==> src/rtl/arb4_pkg.sv <==
// rtl/arb4_pkg.sv - shared types and helpers for the 4-way round-robin arbiter
package arb4_pkg;

  localparam int NUM_REQ = 4;
  localparam int SEL_W   = 2;

  typedef enum logic {IDLE, GRANT} arb_state_t;

  typedef logic [3:0] req_vec_t;

  // One-hot vector with bit idx set.
  function automatic req_vec_t onehot(input logic [SEL_W-1:0] idx);
    return req_vec_t'(1) << idx;
  endfunction

endpackage

==> src/rtl/rr_pick4.sv <==
// rtl/rr_pick4.sv - combinational rotating priority pick over four requests
//
// Ports:
//   req   - request vector, bit i = requester i
//   start - index scanned first; scan continues start+1 .. modulo 4
//   any   - high when at least one request bit is set
//   idx   - first requesting index found in scan order (start when any=0)
module rr_pick4
  import arb4_pkg::*;
(
  input  logic [3:0]       req,
  input  logic [SEL_W-1:0] start,
  output logic             any,
  output logic [SEL_W-1:0] idx
);

  logic [SEL_W-1:0] cand;

  always_comb begin
    any  = 1'b0;
    idx  = start;
    cand = start;
    for (int k = 0; k < NUM_REQ; k++) begin
      // 2-bit addition wraps 3 -> 0 naturally.
      cand = start + 2'(k);
      if (!any && req[cand]) begin
        any = 1'b1;
        idx = cand;
      end
    end
  end

endmodule

==> src/rtl/rr_arbiter4way.sv <==
// rtl/rr_arbiter4way.sv - round-robin arbiter with per-owner burst limit for Dmux4way
//
// Ports:
//   CLK    - system clock, rising edge
//   RST    - synchronous reset, active-high
//   REQ    - level request vector, held while the path is wanted
//   GNT    - registered one-hot grant, zero when idle
//   SEL    - registered selector index of the current owner (holds when idle)
//   BUSY   - high while a grant is active
//   SWITCH - one-cycle pulse in the first cycle of a new owner's grant
module rr_arbiter4way
  import arb4_pkg::*;
#(
  parameter int unsigned MAX_HOLD = 4
)
(
  input  logic       CLK,
  input  logic       RST,
  input  logic [3:0] REQ,
  output logic [3:0] GNT,
  output logic [1:0] SEL,
  output logic       BUSY,
  output logic       SWITCH
);

  localparam logic [3:0] HOLD_LIMIT = 4'(MAX_HOLD);

  arb_state_t       state_q, state_d;
  logic [SEL_W-1:0] ptr_q, ptr_d;
  logic [SEL_W-1:0] sel_q, sel_d;
  logic [3:0]       hold_q, hold_d;
  req_vec_t         gnt_q, gnt_d;
  logic             busy_q, busy_d;
  logic             switch_q, switch_d;

  req_vec_t         others;
  logic [SEL_W-1:0] hand_start;
  logic             idle_any, hand_any;
  logic [SEL_W-1:0] idle_idx, hand_idx;

  // While granted, sel_q is the current owner; handover scans from owner+1.
  assign others     = REQ & ~onehot(sel_q);
  assign hand_start = sel_q + 2'd1;

  rr_pick4 u_pick_idle (
    .req   (REQ),
    .start (ptr_q),
    .any   (idle_any),
    .idx   (idle_idx)
  );

  rr_pick4 u_pick_hand (
    .req   (others),
    .start (hand_start),
    .any   (hand_any),
    .idx   (hand_idx)
  );

  always_comb begin
    state_d  = state_q;
    ptr_d    = ptr_q;
    sel_d    = sel_q;
    hold_d   = hold_q;
    gnt_d    = gnt_q;
    busy_d   = busy_q;
    switch_d = 1'b0;

    if (state_q == IDLE) begin
      if (idle_any) begin
        state_d  = GRANT;
        gnt_d    = onehot(idle_idx);
        sel_d    = idle_idx;
        busy_d   = 1'b1;
        switch_d = 1'b1;
        hold_d   = 4'd1;
        ptr_d    = idle_idx + 2'd1;
      end
    end else begin
      if (REQ[sel_q] && (hold_q < HOLD_LIMIT)) begin
        hold_d = hold_q + 4'd1;
      end else if (hand_any) begin
        // Release or burst limit with someone waiting: hand over with no bubble.
        gnt_d    = onehot(hand_idx);
        sel_d    = hand_idx;
        switch_d = 1'b1;
        hold_d   = 4'd1;
        ptr_d    = hand_idx + 2'd1;
      end else if (!REQ[sel_q]) begin
        state_d = IDLE;
        gnt_d   = '0;
        busy_d  = 1'b0;
      end else begin
        // Burst limit reached but nobody else wants the path: keep it.
        hold_d = 4'd1;
      end
    end
  end

  always_ff @(posedge CLK) begin
    if (RST) begin
      state_q  <= IDLE;
      ptr_q    <= '0;
      sel_q    <= '0;
      hold_q   <= '0;
      gnt_q    <= '0;
      busy_q   <= 1'b0;
      switch_q <= 1'b0;
    end else begin
      state_q  <= state_d;
      ptr_q    <= ptr_d;
      sel_q    <= sel_d;
      hold_q   <= hold_d;
      gnt_q    <= gnt_d;
      busy_q   <= busy_d;
      switch_q <= switch_d;
    end
  end

  assign GNT    = gnt_q;
  assign SEL    = sel_q;
  assign BUSY   = busy_q;
  assign SWITCH = switch_q;

endmodule

==> config.mk <==
export PLATFORM = sky130hd
export DESIGN_NAME = rr_arbiter4way
export DESIGN_NICKNAME = d
export VERILOG_FILES = /design/src/rtl/arb4_pkg.sv /design/src/rtl/rr_pick4.sv /design/src/rtl/rr_arbiter4way.sv
export SDC_FILE = /design/constraint.sdc
export NUM_CORES = 1
export LEC_CHECK = 0
export ABC_AREA = 1
export ABC_CLOCK_PERIOD_IN_PS = 2300
export CORE_MARGIN = 4
export CORE_UTILIZATION = 50
export DETAILED_ROUTE_END_ITERATION = 10
export PLACE_DENSITY_LB_ADDON = 0.15
export SYNTH_ARGS = -nofsm -noshare
export SYNTH_HDL_FRONTEND = slang
export SYNTH_SLANG_ARGS = --single-unit
==> constraint.sdc <==
create_clock -name CLK -period 2.3 [get_ports CLK]
set_clock_uncertainty 0.2 [all_clocks]
set_input_delay 0.345 -clock CLK [delete_from_list [all_inputs] [get_ports CLK]]
set_output_delay 0.345 -clock CLK [all_outputs]
set_load 0.02 [all_outputs]
* Word level (Yosys, flattened, before mapping)
Cells that the tools add are included.
** Word-level totals
- Register bits :: 15
- Bits of input ports :: 6
** Cells by class
- $add $sub $neg :: 10
- Magnitude comparators :: 10
- Equality and inequality tests :: 6
- Shift-type cells :: 3
- Muxes and demuxes :: 63
- Bitwise gates (word level) :: 2
- Reductions and logical operators :: 18
** Operators with widths (number)
- $mux W4 :: 10
- $mux W1 :: 30
- $mux W2 :: 14
- $lt A2 B3 Y1 const B :: 9
- $bmux W1 S2 :: 9
- $shl A1 B2 Y4 const A :: 3
- $add A2 B1 Y2 const B :: 5
- $add A2 B2 Y2 const B :: 4
- $logic_and A1 B1 Y1 :: 7
- $logic_not A1 Y1 :: 6
- $ne A2 B2 Y1 const B :: 3
- $reduce_and A3 Y1 :: 2
- $add A4 B1 Y4 const B :: 1
- $and A4 B4 Y4 :: 1
- $lt A4 B3 Y1 const B :: 1
- $ne A4 B1 Y1 const B :: 1
- $not A4 Y4 :: 1
- $reduce_and A4 Y1 :: 1
- $ne A3 B3 Y1 const B :: 1
- $ne A2 B1 Y1 const B :: 1
- $reduce_and A2 Y1 :: 1
- $reduce_bool A2 Y1 :: 1

* Logic depth before layout (Yosys ltp)
Gate-level depths: netlist of the first run.
- Word-level depth :: 19
- Gate-level depth with buffers :: 20

* Modules after synthesis
Synthesis of the first run repeated with hierarchy kept, for this count alone.
** Unflattened totals
- Cell total of the unflattened synthesis :: 257
- Area, all modules :: 1430.1 µm²
** By module, submodules not included
- rr_arbiter4way :: instances 1, cells each 131, area each 864.6 µm²
- rr_pick4 :: instances 2, cells each 63, area each 282.8 µm²

* Worst setup path before layout of the first run
No wires, ideal clock.
- Path kind :: reg2reg
- Start :: reg sel_q[0], in the netlist SEL[0]
- End :: reg ptr_q[1]
- Setup time :: 0.109 ns
- Data arrival time :: 2.339 ns
- Data required time :: 1.991 ns
- Slack :: -0.348 ns
- Cell stages (with the launch flop) :: 19
- Clock period less this slack :: 2.648 ns
- Path through :: dfxtp_1 -> buf_6 -> inv_4 -> buf_6 -> ha_1 -> inv_1 -> nand3_1 -> nand2_1 -> inv_2 -> nor2_8 -> nand2_2 -> nor2_4 -> nand2_4 -> nand3_4 -> nor2_2 -> nand2_1 -> nand3_1 -> nand2_1 -> inv_1
** On the way
- Longest elaborated chain between the ends :: 19
- Elaborated cells on any way between the ends :: 38
- Those cells by class :: 5 x add/sub; 2 x eq/ne; 1 x shift; 20 x mux; 2 x bitwise; 8 x reduce/logical
** RTL lines
- start: declaration :: line rr_arbiter4way.sv:30 : logic [SEL_W-1:0] sel_q, sel_d;
- start signal: assignment :: line rr_arbiter4way.sv:111 : sel_q <= sel_d;
- branches (longest 19 deep; another with $add A2 B1 Y2)
- end signal: assignment :: line rr_arbiter4way.sv:110 : ptr_q <= ptr_d;
- end: declaration :: line rr_arbiter4way.sv:29 : logic [SEL_W-1:0] ptr_q, ptr_d;
Several ways; the timed one is not identified. The select of a mux whose other input is x is not followed.
A chain may end at the register's enable or synchronous reset.

* Final worst setup path of the first run
- Start :: reg sel_q[0], in the netlist SEL[0]
- End :: reg hold_q[3]
** On the way
- Longest elaborated chain between the ends :: 18
- Elaborated cells on any way between the ends :: 33
- Those cells by class :: 4 x add/sub; 1 x eq/ne; 1 x shift; 17 x mux; 2 x bitwise; 8 x reduce/logical
** RTL lines
- branches (longest 18 deep; another with $add A2 B1 Y2)
- end signal: assignment :: line rr_arbiter4way.sv:112 : hold_q <= hold_d;
- end: declaration :: line rr_arbiter4way.sv:31 : logic [3:0] hold_q, hold_d;
Several ways; the timed one is not identified. The select of a mux whose other input is x is not followed.

==> summary by stage, run 1 <==
Critical path
The worst endpoint required time is about 2400 ps. The kind of capture point of the worst setup path is a flip-flop. STA classifies the critical path startpoint as a flip-flop.

The worst-path maximum fanout is 5. The critical path data arrival time is between 2000 and 2500 ps. The critical path is of the reg -> reg type.

Floorplan
The total area inside the core boundary comes to approximately 2700 um^2. The area of the die is ~3800 um^2. The die width is ~60 um. The total number of placement rows is 19. The initial cell density of the core is about 52%. The number of I/O pins is 14.

The die is approximately 61 um tall.

STA
Hold timing on the final database bottoms out at a slack of 268 ps. The highest clock frequency the design can meet is approximately 440 MHz. The slew of the pin with the lowest slew margin is 391 ps. Setup repair after global routing could not meet its margin everywhere.

The setup slack of the critical path after layout is 45.1 ps. The post-route clock period utilization is 98.0%. Measured against its own limit, the worst slew margin works out to 73.8%.

For the finished layout, the period the worst path requires is ~2300 ps. The number of endpoints failing setup at the final stage is 0. The final count of pins violating max slew is 0. The total count of hold-check failures in the final report is 0.

Placement
Detailed placement ended at an HPWL of about 2.5 mm. The last weighted congestion value of the routability-driven placer is 0.883. The count of input and output buffers is 13. The placement-stage worst setup slack is -167 ps.

Logic synthesis
The sequential area share after synthesis is 21.2%. The number of different library cells used by synthesis comes to 27. During synthesis, Yosys emitted a total of 0 warnings. The netlist area before placement is 1420 um^2. The per-instance average area after synthesis is 6.39 um^2.

Synthesis inferred 15 register bits. The post-synthesis cell count is 222. When the netlist entered floorplanning its net count stood at 233.

Routing
The wire length reported by the detailed router is 3.56 mm. In the final routed layout, each cell accounts on average for 12.4 um. After the first detailed-routing iteration, the DRC count stood at 86. The via density per instance is 5.16. The number of DRC violations after detailed routing is 0.

Across all layers, the routed design uses ~1500 vias. The count of nets left with antenna violations after detail routing is 0. The number of iterations in the first detailed-routing pass is 4.

Layout
In the final layout, flip-flops and latches occupy between 300 and 400 um^2. In the final layout, the share of cells above drive strength 1 is 35.0%. The top cell types in the final layout, fill and taps aside, are nand2_1, nand2_2, nand3_1, buf_4, inv_1. The layout overhead on the synthesized area is 32.2%.

The layout has 248 filler cells. The post-layout net count is 269. The utilization of the core after routing is 68.6%. The combined area of the multi-input logic cells is 1080 um^2.

The antenna diode count is 0. The library cell used most frequently in the layout, excluding fill and tap cells, is nand2_1.

CTS
Clock tree synthesis found a total of 15 sinks. TritonCTS created 3 clock buffers. The clock tree from TritonCTS is built. The number of buffers inserted by hold repair at cts is 0. The insertion delay to the later sink of the worst-skew pair is around 300 ps. The deepest clock path buffer count is 2. The cell sitting at the root of the clock tree is a clkbuf_4. The clock transition at the registers of the reported paths is roughly 100 ps. CTS built an H-tree with a depth of 1.

Global routing
The global routing usage summed across all routing layers is 19.3%. The number of antenna violations at the first check in global routing was 0. The met2 layer usage reported by global route is 29.5%. The number of global-route vias before repair is around 1300.

In the global route stage, met1 resource usage came out at 28.1%. The first-pass GRT wire length is 5.57 mm. After global routing, the most crowded layer is met2. Entering global routing, the biggest net connects 11 pins.

The met3 usage is 5.03%. The total congestion overflow after global routing is 0.

Run
The number of maximum-capacitance violations is 0.

Power
The clock network burns 5.1% of the power. The power density relative to cell area is roughly 1700 nW/um^2. Net switching is 53.7% of the power. The total net switching power is 1.73 mW.

Across the VDD grid, the largest voltage drop is 1150 uV. The part of the total power dissipated in sequential elements is 13.1%. The internal portion of total power is 1.49 mW. The part of the total power dissipated in combinational logic is between 80% and 90%. The analysis attributes to cell leakage a power of 0.945 nW.

Outcome
The flow ran to the end, and the final reports show no timing, DRC or antenna violations.

Hold path
The class of the most critical hold timing path is reg -> reg.
[per-stage QoR]
stage	setup TNS (ps)	area, um^2	cells	power, mW
global placement	-872	1690	278	2.66
floorplan	0	1440	222	2.06
detailed placement	-894	1690	278	2.67
global route	-686	1870	288	3.52
finish	0	1870	288	3.22
CTS	0	1710	282	2.84
[power by group through the flow]
| stage | Sequential [mW] | Clock (mW) | Combinational (mW) |
|---|---|---|---|
| 3_5_place_dp | 0.413 | 0 | 2.26 |
| 6_report | 0.421 | 0.162 | 2.63 |
| 4_1_cts | 0.408 | 0.164 | 2.27 |
| 2_1_floorplan | 0.446 | 0 | 1.61 |
| 5_1_grt | 0.430 | 0.179 | 2.91 |
| 3_3_place_gp | 0.413 | 0 | 2.24 |
[path summary, 6_finish.rpt]
kind	startpoint	slack (ps)	cells past startpoint	end
worst max-delay path	SEL[0]$_SDFFE_PP0P_	50	15	hold_q[3]$_SDFFE_PP0P_
worst min register to register	GNT[2]$_SDFFE_PP0P_	270	2	GNT[2]$_SDFFE_PP0P_
worst max register to register	SEL[0]$_SDFFE_PP0P_	50	15	hold_q[3]$_SDFFE_PP0P_
worst min-delay path	GNT[2]$_SDFFE_PP0P_	270	2	GNT[2]$_SDFFE_PP0P_
[worst max-delay path, cell delays in order (launching register included)]
cell and delay, ps:
dfxtp_4 420, inv_6 60, ha_4 320, inv_6 50
nand2_4 70, nand2_4 80, nand2_4 70, nand2_4 70
nor2_8 130, nand2_2 70, nor2_4 120, nand2_4 80
o21ai_4 200, inv_2 60, buf_4 130, nor2_1 70
[state kept, by name, indices dropped and copies added, names as in the netlist]
signal / flops
SWITCH: 1
SEL: 2
ptr_q: 2
GNT: 4
state_q: 1
BUSY: 1
hold_q: 4
[cell usage after synthesis (all sizes together)]
master / instances / area share, %
nand2: 94 / 30
nand3: 31 / 13
inv: 26 / 7.2
dfxtp: 15 / 21
nor2: 14 / 7.2
o21ai: 10 / 4.6
a21oi: 9 / 3.2
nand4: 6 / 2.6
buf: 5 / 3.4
ha: 5 / 4.4
a211oi: 2 / 1.1
a31oi: 2 / 0.88
nand3b: 2 / 1.1
o211ai: 1 / 0.53
[repair_timing]
item | CTS | global route
resized for setup | 0 | 34
setup endpoints to repair | 0 | 9
setup buffers | 0 | 6
[metal layers]
| layer | share of wire, % | wire length [um] |
|---|---|---|
| met1 | 46 | 1650 |
| met2 | 50 | 1770 |
| met3 | 3.7 | 133 |
| met4 | 0.22 | 8 |
| met5 | 0 | 0 |
[cell type report]
type / count / area share [%]
Multi-Input combinational cell: 176 / 57.7
Timing Repair Buffer: 36 / 16.6
Sequential cell: 15 / 16.3
Inverter: 26 / 5.87
Tap cell: 31 / 2.07
Clock buffer: 3 / 1.20
Clock inverter: 1 / 0.267
[cell families (layout without fill, tap and decap cells)]
group           count (synthesis)  in the layout  share of synthesized area, %
simple gates                  147            147                          53.5
buf+inv                        31             66                          10.7
compound gates                 24             24                          10.2
flops                          15             15                          21.2
fa+ha+maj                       5              5                          4.41
No activity file was read; power rests on OpenSTA's default activity.
==> run 2, diff against run 1 <==
--- a/config.mk
+++ b/config.mk
@@ -11,6 +11,8 @@
 export CORE_UTILIZATION = 50
 export DETAILED_ROUTE_END_ITERATION = 10
 export PLACE_DENSITY_LB_ADDON = 0.15
+export SKIP_LAST_GASP = 1
 export SYNTH_ARGS = -nofsm -noshare
 export SYNTH_HDL_FRONTEND = slang
+export SYNTH_HIERARCHICAL = 1
 export SYNTH_SLANG_ARGS = --single-unit
==> summary by stage, run 2 <==
Outcome
The run finished, with violations left. The checks that failed: setup timing.

Floorplan
The die width came to 61.5 um (+0.38%). The total number of placement rows is 19 (unchanged). The number of I/O pins was 14 (unchanged). The placeable core area is 2730 um^2 (unchanged).

The floorplan die height is 61.5 um (+0.38%). The initial cell density of the core came to 52.3% (+0.46 points). The area of the die was 3780 um^2 (+0.77%).

Routing
The wire length reported by the detailed router is 3.59 mm (+0.90%). The via density per instance was 4.93 (-4.5%). The via count is 1637 (+10%). The count of nets left with antenna violations after detail routing is 0 (unchanged).

The detailed-route wire length per cell was 10.8 um (-12%). The number of iterations in the first detailed-routing pass came to 4 (unchanged). The detailed router's first-iteration violation count is 63 (-27%). The number of DRC violations after detailed routing was 0 (unchanged).

Logic synthesis
The total number of yosys warnings is 6 (+6). The largest area contributor in the synthesized netlist is nand2_1. The netlist area before placement is 1430 um^2 (+0.88%). The count of flip-flops with a built-in enable after synthesis came to 0 (unchanged). The commonest cells after synthesis are nand2_1, inv_1, nor2_1. The most frequently used flop master after synthesis is dfxtp_1. The per-instance average area after synthesis was 5.56 um^2 (-13%). Ranked by total cell area, the synthesized netlist is headed by nand2_1, dfxtp_1, inv_1, nor2_1, nand3_1. The fraction of synthesis flops using an asynchronous set or reset pin is 0% (unchanged). The register bit count reported by yosys is 15 (unchanged). The post-synthesis cell count was 257 (+16%).

The dominant cell by count in the synthesized netlist is nand2_1. The number of distinct library cells after synthesis is 25 (-7.4%). The sequential area share after synthesis is 21.0% (-0.19 points). The post-synth net total is 268 (+15%). The area share of the largest cell type after synthesis came to 27.3% (+6.1 points).

Critical path
The critical path data arrival time came to 2360 ps (+60 ps). The worst setup path is launched from a flip-flop. For this design, the slowest cell found on the critical path is dfxtp_4.

The critical path start-end classification is reg -> reg. The worst setup path is captured at a flip-flop. The worst endpoint required time is 2290 ps (-60 ps). Walking the worst path, the cells encountered are inv_4 > ha_4 > inv_4 > nand2_2 > nand2_2 > nand2_2 > nand2_2 > buf_6 > a21oi_4 > nand3b_1 > nand2_2 > inv_1 > nand2_2 > nand2_4 > buf_4 > nor2_1 > nor2_1. The most numerous cell type found on the critical path is nand2_2. The biggest cell delay along the critical path was 380 ps (-40 ps). The worst-path maximum fanout is 5 (unchanged).

STA
The setup slack of the critical path after layout is -77.2 ps (-122 ps). The post-route clock period utilization is 103% (+5.3 points). The time the worst path needs with I/O delays and setup was 2380 ps (+122 ps). The slew of the pin with the lowest slew margin is 318 ps (-72.9 ps). Setup repair after global routing could not meet its margin everywhere. The final count of pins violating max slew is 0 (unchanged). The summed negative setup slack over all endpoints is -385 ps (-385 ps).

The number of endpoints failing setup at the final stage was 9 (+9). The total count of hold-check failures in the final report is 0 (unchanged). The highest clock frequency the design can meet is 421 MHz (-5.1%). The final hold slack was 246 ps (-21.7 ps).

The worst slew margin relative to its limit was 78.7% (+4.9 points).

Global routing
The global routing usage summed across all routing layers is 20.1% (+0.76 points). The maximum number of pins on one net before global-route repair is 11 (unchanged). The first-pass GRT wire length came to 5.84 mm (+4.8%).

The total congestion overflow after global routing is 0 (unchanged). The number of global-route vias before repair came to 1378 (+8.6%). The number of antenna violations at the first check in global routing is 0 (unchanged).

Layout
The layout overhead on the synthesized area is 41.2%. The top cell types in the final layout, fill and taps aside, are nand2_1, inv_1, buf_4. The utilization of the core after routing is 73.9% (+5.3 points). The share of layout cells above drive strength 1 is 33.6% (-1.5 points). The post-layout net count came to 313 (+16%).

The most frequent standard cell in the layout excluding fill and tap cells is nand2_1. The antenna diode count is 0 (unchanged).

Run
The number of maximum-capacitance violations was 0 (unchanged).

CTS
The clock transition at the registers of the reported paths is 90 ps (about the same). The deepest clock path buffer count is 2 (unchanged). The number of buffers inserted by hold repair at cts is 0 (unchanged).

The total number of H-tree levels came to 1 (unchanged). The clock buffer count from CTS is 3 (unchanged). The insertion delay to the later sink of the worst-skew pair is 280 ps (-20 ps). The CTS root buffer is clkbuf_4. The number of clock sinks is 15 (unchanged). The clock tree from TritonCTS is built.

Placement
The half-perimeter wire length of the detailed placement result is 2.62 mm (+4.4%). The last weighted congestion value of the routability-driven placer is 0.940 (+6.5%). The count of input and output buffers is 13 (unchanged).

Power
The total power after layout is 3.25 mW (+1.0%). The part of the total power dissipated in combinational logic is 82.7% (+0.8 points). The net switching share of the total power is 52.0% (-1.7 points). The worst IR drop on VDD is 1330 uV (+16%). The internal portion of total power is 1.56 mW (+4.7%). The part of the total power dissipated in sequential elements was 12.6% (-0.5 points). The total net switching power is 1.69 mW (-2.2%). The power density relative to cell area is 1610 nW/um^2 (-6.2%). The cell leakage power is 1.06 nW (+12%).

The clock network power share is 4.7% (-0.4 points).

Hold path
The class of the most critical hold timing path is reg -> reg.
-- run 2: cell count changes after synthesis, sizes merged, moves of 2 or more --
cell / before / now
nor3: 0 / 2
nand3: 31 / 20
inv: 26 / 41
a31oi: 2 / 0
nand2: 94 / 114
nor2: 14 / 24
a211oi: 2 / 0
xor2: 0 / 2
-- run 2: logic make-up (layout without fill, tap and decap cells) --
kind of cell,count (synthesis),in the layout,share of synthesized area [%]
adder cells (fa/ha/maj),5,5,4.37
flip-flops,15,15,21.0
AND/OR/NAND/NOR,170,170,52.9
AO/OA/AOI/OAI,19,19,7.44
XOR/XNOR,3,3,1.84
buffers and inverters,45,89,12.4
-- run 2: per-stage QoR --
step | std cells | area (um^2) | setup WS [ps]
2_1_floorplan | 257 | 1450 | 49.5
6_report | 332 | 2020 | -77.2
3_3_place_gp | 322 | 1780 | -380
4_1_cts | 329 | 1890 | -21.3
3_5_place_dp | 322 | 1780 | -353
5_1_grt | 332 | 2020 | -250
-- run 2: repair_timing --
item	4_1_cts	5_1_grt
gates resized for setup	22	30
setup endpoints to repair	11	12
pin swaps	17	18
cloned	0	0
setup buffers	3	3
-- run 2: layer usage --
metal / global-route usage [%] / routed length, um / up-vias
met2: 34.4 / 1760 / 27
met5: 0 / 0 / -
li1: - / - / 885
met1: 26.2 / 1670 / 717
met3: 4.19 / 101 / 8
met4: 3.64 / 59 / 0
-- run 2: power by group through the flow --
stage | clock network, mW | logic [mW] | registers [mW]
final | 0.153 | 2.69 | 0.411
after floorplan | 0 | 1.44 | 0.472
after global placement | 0 | 2.18 | 0.410
after global routing | 0.170 | 2.98 | 0.422
after detailed placement | 0 | 2.18 | 0.413
after CTS | 0.157 | 2.40 | 0.410
-- run 2: area by class of cell --
type | instances | area, um^2
fillers | 219 | 714
clock buffers | 4 | 26.3
flip-flops and latches | 15 | 308
well taps | 31 | 38.8
inverters | 41 | 161
repair buffers | 44 | 370
multi-input cells | 197 | 1110
-- run 2: critical path: cells and delay by family (launching register included) --
| family | cells | cell delay, ps |
|---|---|---|
| adder cells (fa/ha/maj) | 1 | 290 |
| flip-flops | 1 | 380 |
| buffers and inverters | 5 | 420 |
| AND/OR/NAND/NOR | 10 | 820 |
| AO/OA/AOI/OAI | 1 | 150 |
-- run 2: final timing paths --
path | start | cells past startpoint | slack (ps) | endpoint
hold / removal | hold_q[3]$_SDFFE_PP0P_ | 2 | 250 | hold_q[3]$_SDFFE_PP0P_
setup reg to reg | SEL[0]$_SDFFE_PP0P_ | 17 | -80 | SEL[0]$_SDFFE_PP0P_
hold reg to reg | hold_q[3]$_SDFFE_PP0P_ | 2 | 250 | hold_q[3]$_SDFFE_PP0P_
setup / recovery | SEL[0]$_SDFFE_PP0P_ | 17 | -80 | SEL[0]$_SDFFE_PP0P_
